[src/rtl/instruction_fetch_pkg.sv]
// Shared definitions for the instruction fetch unit: FSM state encoding and opcode decoding.
package instruction_fetch_pkg;

  typedef enum logic [2:0] {
    S_FETCH  = 3'd0,
    S_HOLD   = 3'd1,
    S_STEP   = 3'd2,
    S_REDIR  = 3'd3,
    S_SETTLE = 3'd4,
    S_HALT   = 3'd5,
    S_ERROR  = 3'd6
  } fetch_state_t;

  localparam logic [3:0] OPC_HALT = 4'hF;

  function automatic logic [3:0] opcode_of(input logic [15:0] instr);
    return instr[15:12];
  endfunction

endpackage

[src/rtl/instruction_fetch_watchdog.sv]
// Cycle watchdog: counts enabled cycles since the last clear; expired is combinational and
// flags the LIMIT-th enabled cycle.
module instruction_fetch_watchdog #(
  parameter int          TMO_W = 16,
  parameter int unsigned LIMIT = 255
) (
  input  logic clk,
  input  logic reset,
  input  logic clr,
  input  logic en,
  output logic expired
);

  localparam logic [TMO_W-1:0] LAST = TMO_W'(LIMIT - 1);

  logic [TMO_W-1:0] count;

  always_ff @(posedge clk or posedge reset) begin
    if (reset) begin
      count <= '0;
    end else if (clr) begin
      count <= '0;
    end else if (en) begin
      count <= count + TMO_W'(1);
    end
  end

  assign expired = en && (count == LAST);

endmodule

[src/rtl/instruction_fetch.sv]
// Fetches imem[pc] over req/ack, presents it to decode over valid/ready, then steps or redirects the PC.
// Sequential fetch-to-fetch is 4 cycles with a 1-cycle ack; decode stalls hold the word in S_HOLD.
module instruction_fetch
  import instruction_fetch_pkg::*;
#(
  parameter logic [3:0]  HALT_OPCODE = OPC_HALT,
  parameter int unsigned ACK_TIMEOUT = 255,
  parameter int          TMO_W       = 16
) (
  input  logic        clk,
  input  logic        reset,
  input  logic [15:0] pc_value,
  output logic        increment,
  output logic        jump_enable,
  output logic        return_enable,
  output logic [15:0] jump_address,
  output logic        imem_req,
  output logic [15:0] imem_addr,
  input  logic        imem_ack,
  input  logic [15:0] imem_rdata,
  output logic        instr_valid,
  input  logic        instr_ready,
  output logic [15:0] instr_out,
  input  logic        branch_req,
  input  logic [15:0] branch_target,
  input  logic        return_req,
  output logic        halted,
  output logic        fetch_error
);

  fetch_state_t state;

  logic        pend_vld;
  logic        pend_ret;
  logic [15:0] pend_target;

  logic        redir_any;
  logic        redir_ret;
  logic [15:0] redir_target;
  logic        wd_expired;

  // A request seen this cycle overrides anything already pending; branch beats return.
  always_comb begin
    redir_any    = pend_vld;
    redir_ret    = pend_ret;
    redir_target = pend_target;
    if (state == S_FETCH || state == S_HOLD) begin
      if (branch_req) begin
        redir_any    = 1'b1;
        redir_ret    = 1'b0;
        redir_target = branch_target;
      end else if (return_req) begin
        redir_any    = 1'b1;
        redir_ret    = 1'b1;
      end
    end
  end

  instruction_fetch_watchdog #(
    .TMO_W (TMO_W),
    .LIMIT (ACK_TIMEOUT)
  ) u_watchdog (
    .clk     (clk),
    .reset   (reset),
    .clr     (state != S_FETCH),
    .en      ((state == S_FETCH) && !imem_ack),
    .expired (wd_expired)
  );

  // Reset parks in S_SETTLE so the first edge after release latches pc_value and raises imem_req.
  always_ff @(posedge clk or posedge reset) begin
    if (reset) begin
      state         <= S_SETTLE;
      increment     <= 1'b0;
      jump_enable   <= 1'b0;
      return_enable <= 1'b0;
      jump_address  <= '0;
      imem_req      <= 1'b0;
      imem_addr     <= '0;
      instr_valid   <= 1'b0;
      instr_out     <= '0;
      halted        <= 1'b0;
      fetch_error   <= 1'b0;
      pend_vld      <= 1'b0;
      pend_ret      <= 1'b0;
      pend_target   <= '0;
    end else begin
      increment     <= 1'b0;
      jump_enable   <= 1'b0;
      return_enable <= 1'b0;
      case (state)
        S_FETCH: begin
          if (imem_ack) begin
            imem_req <= 1'b0;
            if (redir_any) begin
              state    <= S_REDIR;
              pend_vld <= 1'b0;
              if (redir_ret) begin
                return_enable <= 1'b1;
              end else begin
                jump_enable  <= 1'b1;
                jump_address <= redir_target;
              end
            end else begin
              instr_out   <= imem_rdata;
              instr_valid <= 1'b1;
              state       <= S_HOLD;
            end
          end else if (wd_expired) begin
            imem_req    <= 1'b0;
            fetch_error <= 1'b1;
            state       <= S_ERROR;
          end else begin
            pend_vld    <= redir_any;
            pend_ret    <= redir_ret;
            pend_target <= redir_target;
          end
        end
        S_HOLD: begin
          if (instr_ready && opcode_of(instr_out) == HALT_OPCODE) begin
            instr_valid <= 1'b0;
            halted      <= 1'b1;
            state       <= S_HALT;
          end else if (redir_any) begin
            instr_valid <= 1'b0;
            pend_vld    <= 1'b0;
            state       <= S_REDIR;
            if (redir_ret) begin
              return_enable <= 1'b1;
            end else begin
              jump_enable  <= 1'b1;
              jump_address <= redir_target;
            end
          end else if (instr_ready) begin
            instr_valid <= 1'b0;
            increment   <= 1'b1;
            state       <= S_STEP;
          end
        end
        S_STEP, S_REDIR: begin
          state <= S_SETTLE;
        end
        S_SETTLE: begin
          imem_req  <= 1'b1;
          imem_addr <= pc_value;
          state     <= S_FETCH;
        end
        default: begin
        end
      endcase
    end
  end

endmodule

[config.mk]
export PLATFORM = sky130hd
export DESIGN_NAME = instruction_fetch
export DESIGN_NICKNAME = d
export VERILOG_FILES = /design/src/rtl/instruction_fetch_pkg.sv /design/src/rtl/instruction_fetch_watchdog.sv /design/src/rtl/instruction_fetch.sv
export SDC_FILE = /design/constraint.sdc
export NUM_CORES = 1
export LEC_CHECK = 0
export CORE_UTILIZATION = 27
export CTS_BUF_LIST = sky130_fd_sc_hd__clkbuf_16
export CTS_CLUSTER_DIAMETER = 60
export DETAILED_ROUTE_END_ITERATION = 10
export PLACE_DENSITY = 0.53
export SLEW_MARGIN = 25
export SYNTH_ARGS = -nofsm -noshare
export SYNTH_HDL_FRONTEND = slang
export SYNTH_SLANG_ARGS = --single-unit
[constraint.sdc]
create_clock -name clk -period 3.3 [get_ports clk]
set_input_delay 0.825 -clock clk [delete_from_list [all_inputs] [get_ports clk]]
set_output_delay 0.825 -clock clk [all_outputs]
set_load 0.02 [all_outputs]
==> flow_summary_export.csv, run 1 <==
group,metric,value,unit
power_and_ir_drop,swShare,0.328,
layout,fin_util,0.391,
layout,antenna_cells,0,
route,drt_iter0_markers,128,
logic_synthesis,syn-cell-area,4100,sq um
power_and_ir_drop,power.switching,1.67,mW
logic_synthesis,synth.distinct_cells,45,
clock_tree,cts-htree-levels,3,
clock_tree,postCtsSetupBuffers,0,
clock_tree,clkSinkCount,92,
sta,post-route-period-util,0.729,
global_route,antenna_found_initial,0,
sta,hold_viol,0,
clock_tree,clock_path_buffers,2,
floorplanning,fp.dieH,125,microns
logic_synthesis,ys.warnings.count,0,
run_status,status,"finished with violations",
layout,fillCellCount,1410,
logic_synthesis,syn_inst,312,
global_route,overflow,0,
route,routed_via_density,4.61,
power_and_ir_drop,peakVddDrop,0.000397,V
logic_synthesis,async_flop_share,1.00,
logic_synthesis,synth-edff-count,0,
global_route,grt_max_degree,42,
floorplanning,rows,44,
min_path,hp-start,"halted",
route,wl_per_cell,14.4,microns
power_and_ir_drop,combPwrFrac,0.422,
layout,drive_gt1_frac,0.275,
layout,multi_input_area,1690,sq um
route,drc_errors,4,
logic_synthesis,synth.area.top_cells,"dfrtp_1 (56%), mux2_2 (19%), mux2_4 (3.7%)",
layout,seqCellArea,2300,sq um
placement,place_hpwl,6320,microns
critical_path,rrSetupSlack,890,ps
logic_synthesis,synth_top_area_cell,"dfrtp_1",
logic_synthesis,synth.top_cell.area_share,0.555,
power_and_ir_drop,clockPowerShare,0.214,
route,routed-via-count,2838,
placement,gp_congestion,0.710,
logic_synthesis,synthTopCellsByCount,"dfrtp_1 (91), mux2_2 (70), nor2_1 (17), a21oi_1 (11), mux2_4 (10)",
global_route,grt_pass1_vias,3016,
logic_synthesis,synth_nets,368,
logic_synthesis,ys_seq_area_frac,0.562,
clock_tree,clk_pin_slew,60,ps
floorplanning,start_util,0.279,
floorplanning,die-area,15700,sq um
power_and_ir_drop,power_leakage,2.37,nW
route,wl,8840,microns
sta,setup_viol,0,
min_path,hp-class,"flip-flop to flip-flop",
run_status,violations,"DRC",
floorplanning,design.core.area,14700,sq um
clock_tree,ctsRootBufferMaster,"clkbuf_16",
critical_path,cp_max_fo,19,
layout,syn_to_final_growth,40.1,%
route,firstDrtPassIters,7,
critical_path,startpoint_type,"flip-flop",
layout,fin_nets,483,
global_route,track_usage,0.119,
sta,fmaxAchievable,0.416,GHz
clock_tree,clk_latency,340,ps
critical_path,reg2reg_depth,4,
power_and_ir_drop,power_density,886,nW/um^2
logic_synthesis,syn_avg_cell_area,13.1,sq um
power_and_ir_drop,internal_power,3.42,mW
sta,rsz0062_at_grt,"no",
sta,slew_viol_final,0,
power_and_ir_drop,p_seq_frac,0.364,
clock_tree,ctsResizeCount,0,
flow_run,drv_cap,0,
clock_tree,cts_tree,"built",
critical_path,timing.rr.end,"pend_target[1]",
placement,numPortBuffers,108,
min_path,hold_path_depth,1,
floorplanning,ios,109,
global_route,grt_pass1_wl,14900,microns
sta,setup_tns,0,ps
critical_path,end_kind,"flip-flop",
floorplanning,die_w,125,microns
sta,max_slew.worst_pin.slew,738,ps
critical_path,cp_data_required_time,3530,ps
critical_path,arrival,2630,ps
critical_path,r2r_start,"state[0]",
sta,finClkSkew,8.75,ps
clock_tree,hold_buffers,0,
route,ant_nets,0,
critical_path,critPathKind,"flip-flop to flip-flop",
logic_synthesis,yosysMostFrequentCell,"dfrtp_1",
logic_synthesis,synth_ff_type,"dfrtp_1",
logic_synthesis,ys_seq_elements,92,
min_path,hold_path_end,"halted",
sta,maxSlewHeadroom,0.508,
clock_tree,numCtsBuffers,9,
sta,period_minus_slack,2410,ps
[sequential cells by signal, summed over array words and instances (netlist names), 3 cells and up]
signal            count
imem_addr            16
instr_out            16
jump_address         16
pend_target          16
state                 3
u_watchdog.count     16
[power groups by stage]
stage / logic [mW] / registers, mW / clock network (mW)
after detailed placement: 2.17 / 1.87 / 0
final: 2.14 / 1.85 / 1.09
after global routing: 2.29 / 1.92 / 1.18
after CTS: 2.18 / 1.86 / 1.13
after floorplan: 0.933 / 2.18 / 0
after global placement: 2.14 / 1.87 / 0
[kinds of logic after synthesis]
logic type | Yosys count | share of synthesized area
xor+xnor | 10 | 0.0214
simple gates | 71 | 0.100
compound gates | 35 | 0.0558
buf+inv | 22 | 0.0259
fa+ha+maj | 2 | 0.00610
mux | 80 | 0.229
flops | 92 | 0.562
[stage by stage]
step                      hold slack [ps]  setup WS (ps)  instance area (sq um)  instances  total power [mW]
final                                 474            895                   5740        616              5.09
after global routing                  511            744                   5740        616              5.39
after CTS                             484            877                   5740        616              5.17
after detailed placement              468            635                   5430        600              4.04
after global placement                469            717                   5430        600              4.01
after floorplan                       477           84.7                   4100        312              3.12
[worst max path at each step]
stage	start	to
after floorplan	reset	fetch_error
after global placement	branch_req	pend_target[3]
after detailed placement	return_req	jump_address[1]
after CTS	state[0]	pend_target[2]
after global routing	state[0]	pend_target[3]
final	state[0]	pend_target[1]
[routing by layer]
layer  global-route usage  vias to the layer above  wire length (microns)
li1                     -                     1349                      -
met3               0.0287                       15                    408
met1                0.149                     1413                   3880
met2                0.195                       61                   4390
met5                    0                        -                      0
met4               0.0567                        0                    173
[critical path, stage by stage, from the launching register on]
cell	delay (ps)
dfrtp_1	530
or3_1	750
nor4_4	310
buf_4	330
mux2_2	370
[cell type report]
class | instances | area share
Sequential cell | 92 | 0.401
Multi-Input combinational cell | 198 | 0.294
Timing Repair Buffer | 119 | 0.205
Tap cell | 184 | 0.0401
Clock buffer | 9 | 0.0392
Clock inverter | 7 | 0.0157
Inverter | 7 | 0.00479
[layout by cell type, fill, tap and decap left out, types with 3 or more instances in the layout]
cell             count
mux2_2              70
xor2_1               3
clkbuf_16            9
inv_1                7
nand4_1              4
o21ai_0              7
a21oi_1             11
xnor2_1              7
nand4b_1             3
nor3_1               9
dfrtp_1             91
nand3_1              8
nor4_1               5
buf_4               10
nor2_1              17
nand2_1              9
clkdlybuf4s50_1    108
a31o_2               4
mux2_4              10
or3_1                3
(Power assumes the default switching activity.)
==> run 2: changes to the inputs <==
clock period = 2.11 ns   (was 3.3 ns; I/O delays follow)
==> run 2 against run 1 <==
The flow still finishes with violations (DRC). Clock power is 44% higher. Global-route usage is 0.42 points higher. Sequential share of layout area is 1.2 points lower. Die area stayed put. Wire length is 0.36% higher. First-iteration DRC count is 13% lower. Combinational power is 67% higher. Worst setup slack worse by 770 ps. Design area is 3.1% higher. Highest routed layer unchanged. Clock skew is 2.3 ps lower. Register-to-register slack worse by 770 ps. Sequential cell count stayed put.
==> flow_summary_export.csv, run 2 (synthesis results as in run 1) <==
group,metric,value,unit
floorplanning,start_util,0.279,
flow_run,drv_cap,0,
sta,maxSlewHeadroom,0.600,
sta,holdWs,476,ps
min_path,hp-class,"flip-flop to flip-flop",
sta,setup_viol,0,
placement,dp_cells,619,
global_route,track_usage,0.124,
layout,fillCellCount,1359,
sta,hold_viol,0,
route,wl_per_cell,14.0,microns
floorplanning,fp.dieH,125,microns
placement,place_ws,-219,ps
run_status,status,"finished with violations",
sta,fmaxAchievable,0.504,GHz
layout,final_cell_area,5920,sq um
layout,final_cell_count_no_fill,635,
critical_path,end_kind,"flip-flop",
clock_tree,clk_latency,340,ps
critical_path,cp_max_fo,16,
sta,slew_viol_final,0,
layout,fin_nets,502,
critical_path,crit_chain,"nor2_2 -> nand2_1 -> nor4_4 -> buf_12 -> mux2_2",
placement,place_area,5630,sq um
floorplanning,die_w,125,microns
global_route,grt_pass1_vias,3025,
run_status,violations,"DRC",
route,wl,8880,microns
power_and_ir_drop,total_power,8.00,mW
power_and_ir_drop,power_density,1350,nW/um^2
layout,final_cell_mix,"clkdlybuf4s50_1 (108), dfrtp_1 (91), mux2_2 (70), buf_4 (25), nor2_1 (17)",
layout,syn_to_final_growth,44.3,%
floorplanning,die-area,15700,sq um
placement,numPortBuffers,108,
placement,gp_congestion,0.773,
power_and_ir_drop,peakVddDrop,0.000743,V
power_and_ir_drop,power_leakage,2.47,nW
clock_tree,clock_path_buffers,2,
layout,drive_gt1_frac,0.304,
floorplanning,rows,44,
global_route,antenna_found_initial,0,
sta,max_slew.worst_pin.slew,595,ps
global_route,overflow,0,
placement,place_hpwl,6220,microns
critical_path,cp_slowest_cell,"dfrtp_1",
floorplanning,design.core.area,14700,sq um
global_route,grt_pass1_wl,15300,microns
clock_tree,postCtsSetupBuffers,0,
global_route,grt_max_degree,66,
route,drc_errors,10,
layout,final_common_cell,"clkdlybuf4s50_1",
clock_tree,clk_pin_slew,60,ps
clock_tree,ctsResizeCount,0,
critical_path,cp_data_required_time,2340,ps
clock_tree,numCtsBuffers,9,
critical_path,critPathBufInv,1,
floorplanning,ios,109,
critical_path,critPathKind,"flip-flop to flip-flop",
sta,post-route-period-util,0.940,
sta,finClkSkew,6.47,ps
route,routed-via-count,2862,
layout,antenna_cells,0,
critical_path,critPathTopFamily,"simple AND/OR/NAND/NOR gates",
critical_path,slowest_delay,460,ps
sta,rsz0062_at_grt,"no",
critical_path,startpoint_type,"flip-flop",
critical_path,arrival,2210,ps
clock_tree,ctsRootBufferMaster,"clkbuf_16",
route,drt_iter0_markers,112,
clock_tree,clkSinkCount,92,
clock_tree,hold_buffers,0,
route,ant_nets,0,
sta,fin_ws,127,ps
route,firstDrtPassIters,7,
route,routed_via_density,4.51,
sta,period_minus_slack,1980,ps
clock_tree,cts_tree,"built",
clock_tree,cts-htree-levels,3,
## run 2: final timing paths
check / slack, ps / cells past startpoint / endpoint / from
worst max-delay path: 130 / 5 / pend_target[1] / state[1]
worst min-delay path: 480 / 1 / halted / halted
worst max register to register: 130 / 5 / pend_target[1] / state[1]
worst min register to register: 480 / 1 / halted / halted
max in group asynchronous: 1140 / 3 / state[2] / reset
min in group asynchronous: 630 / 3 / pend_target[3] / reset
## run 2: layout make-up
| type | instances | area [sq um] | share of cell area |
|---|---|---|---|
| clock buffers | 9 | 225 | 0.0381 |
| clock inverters | 7 | 62.6 | 0.0106 |
| inverters | 7 | 30.0 | 0.00507 |
| multi-input cells | 198 | 1700 | 0.287 |
| flip-flops and latches | 92 | 2300 | 0.389 |
| well taps | 184 | 230 | 0.0389 |
| repair buffers | 138 | 1370 | 0.231 |
## run 2: report_power, final
group          switching (mW)  internal, mW  leakage [nW]
registers               0.394          2.45          1.17
logic                    1.58          2.00          1.15
clock network           0.669         0.905         0.149
## run 2: layer usage
metal	global-route usage	vias up	wire, microns
li1	-	1391	-
met1	0.162	1387	4320
met2	0.188	78	3970
met3	0.0445	6	509
met4	0.0430	0	81
met5	0	-	0
## run 2: stage by stage
| step | setup TNS (ps) | util |
|---|---|---|
| 6_report | 0 | 0.403 |
| 5_1_grt | 0 | 0.403 |
| 4_1_cts | 0 | 0.403 |
| 3_5_place_dp | -8900 | 0.383 |
| 3_3_place_gp | -8520 | 0.383 |
| 2_1_floorplan | 0 | - |
## run 2: worst reg2reg max path, stage by stage (launching register included)
cell and delay, ps:
dfrtp_1 460, nor2_2 300, nand2_1 210, nor4_4 340, buf_12 220, mux2_2 350
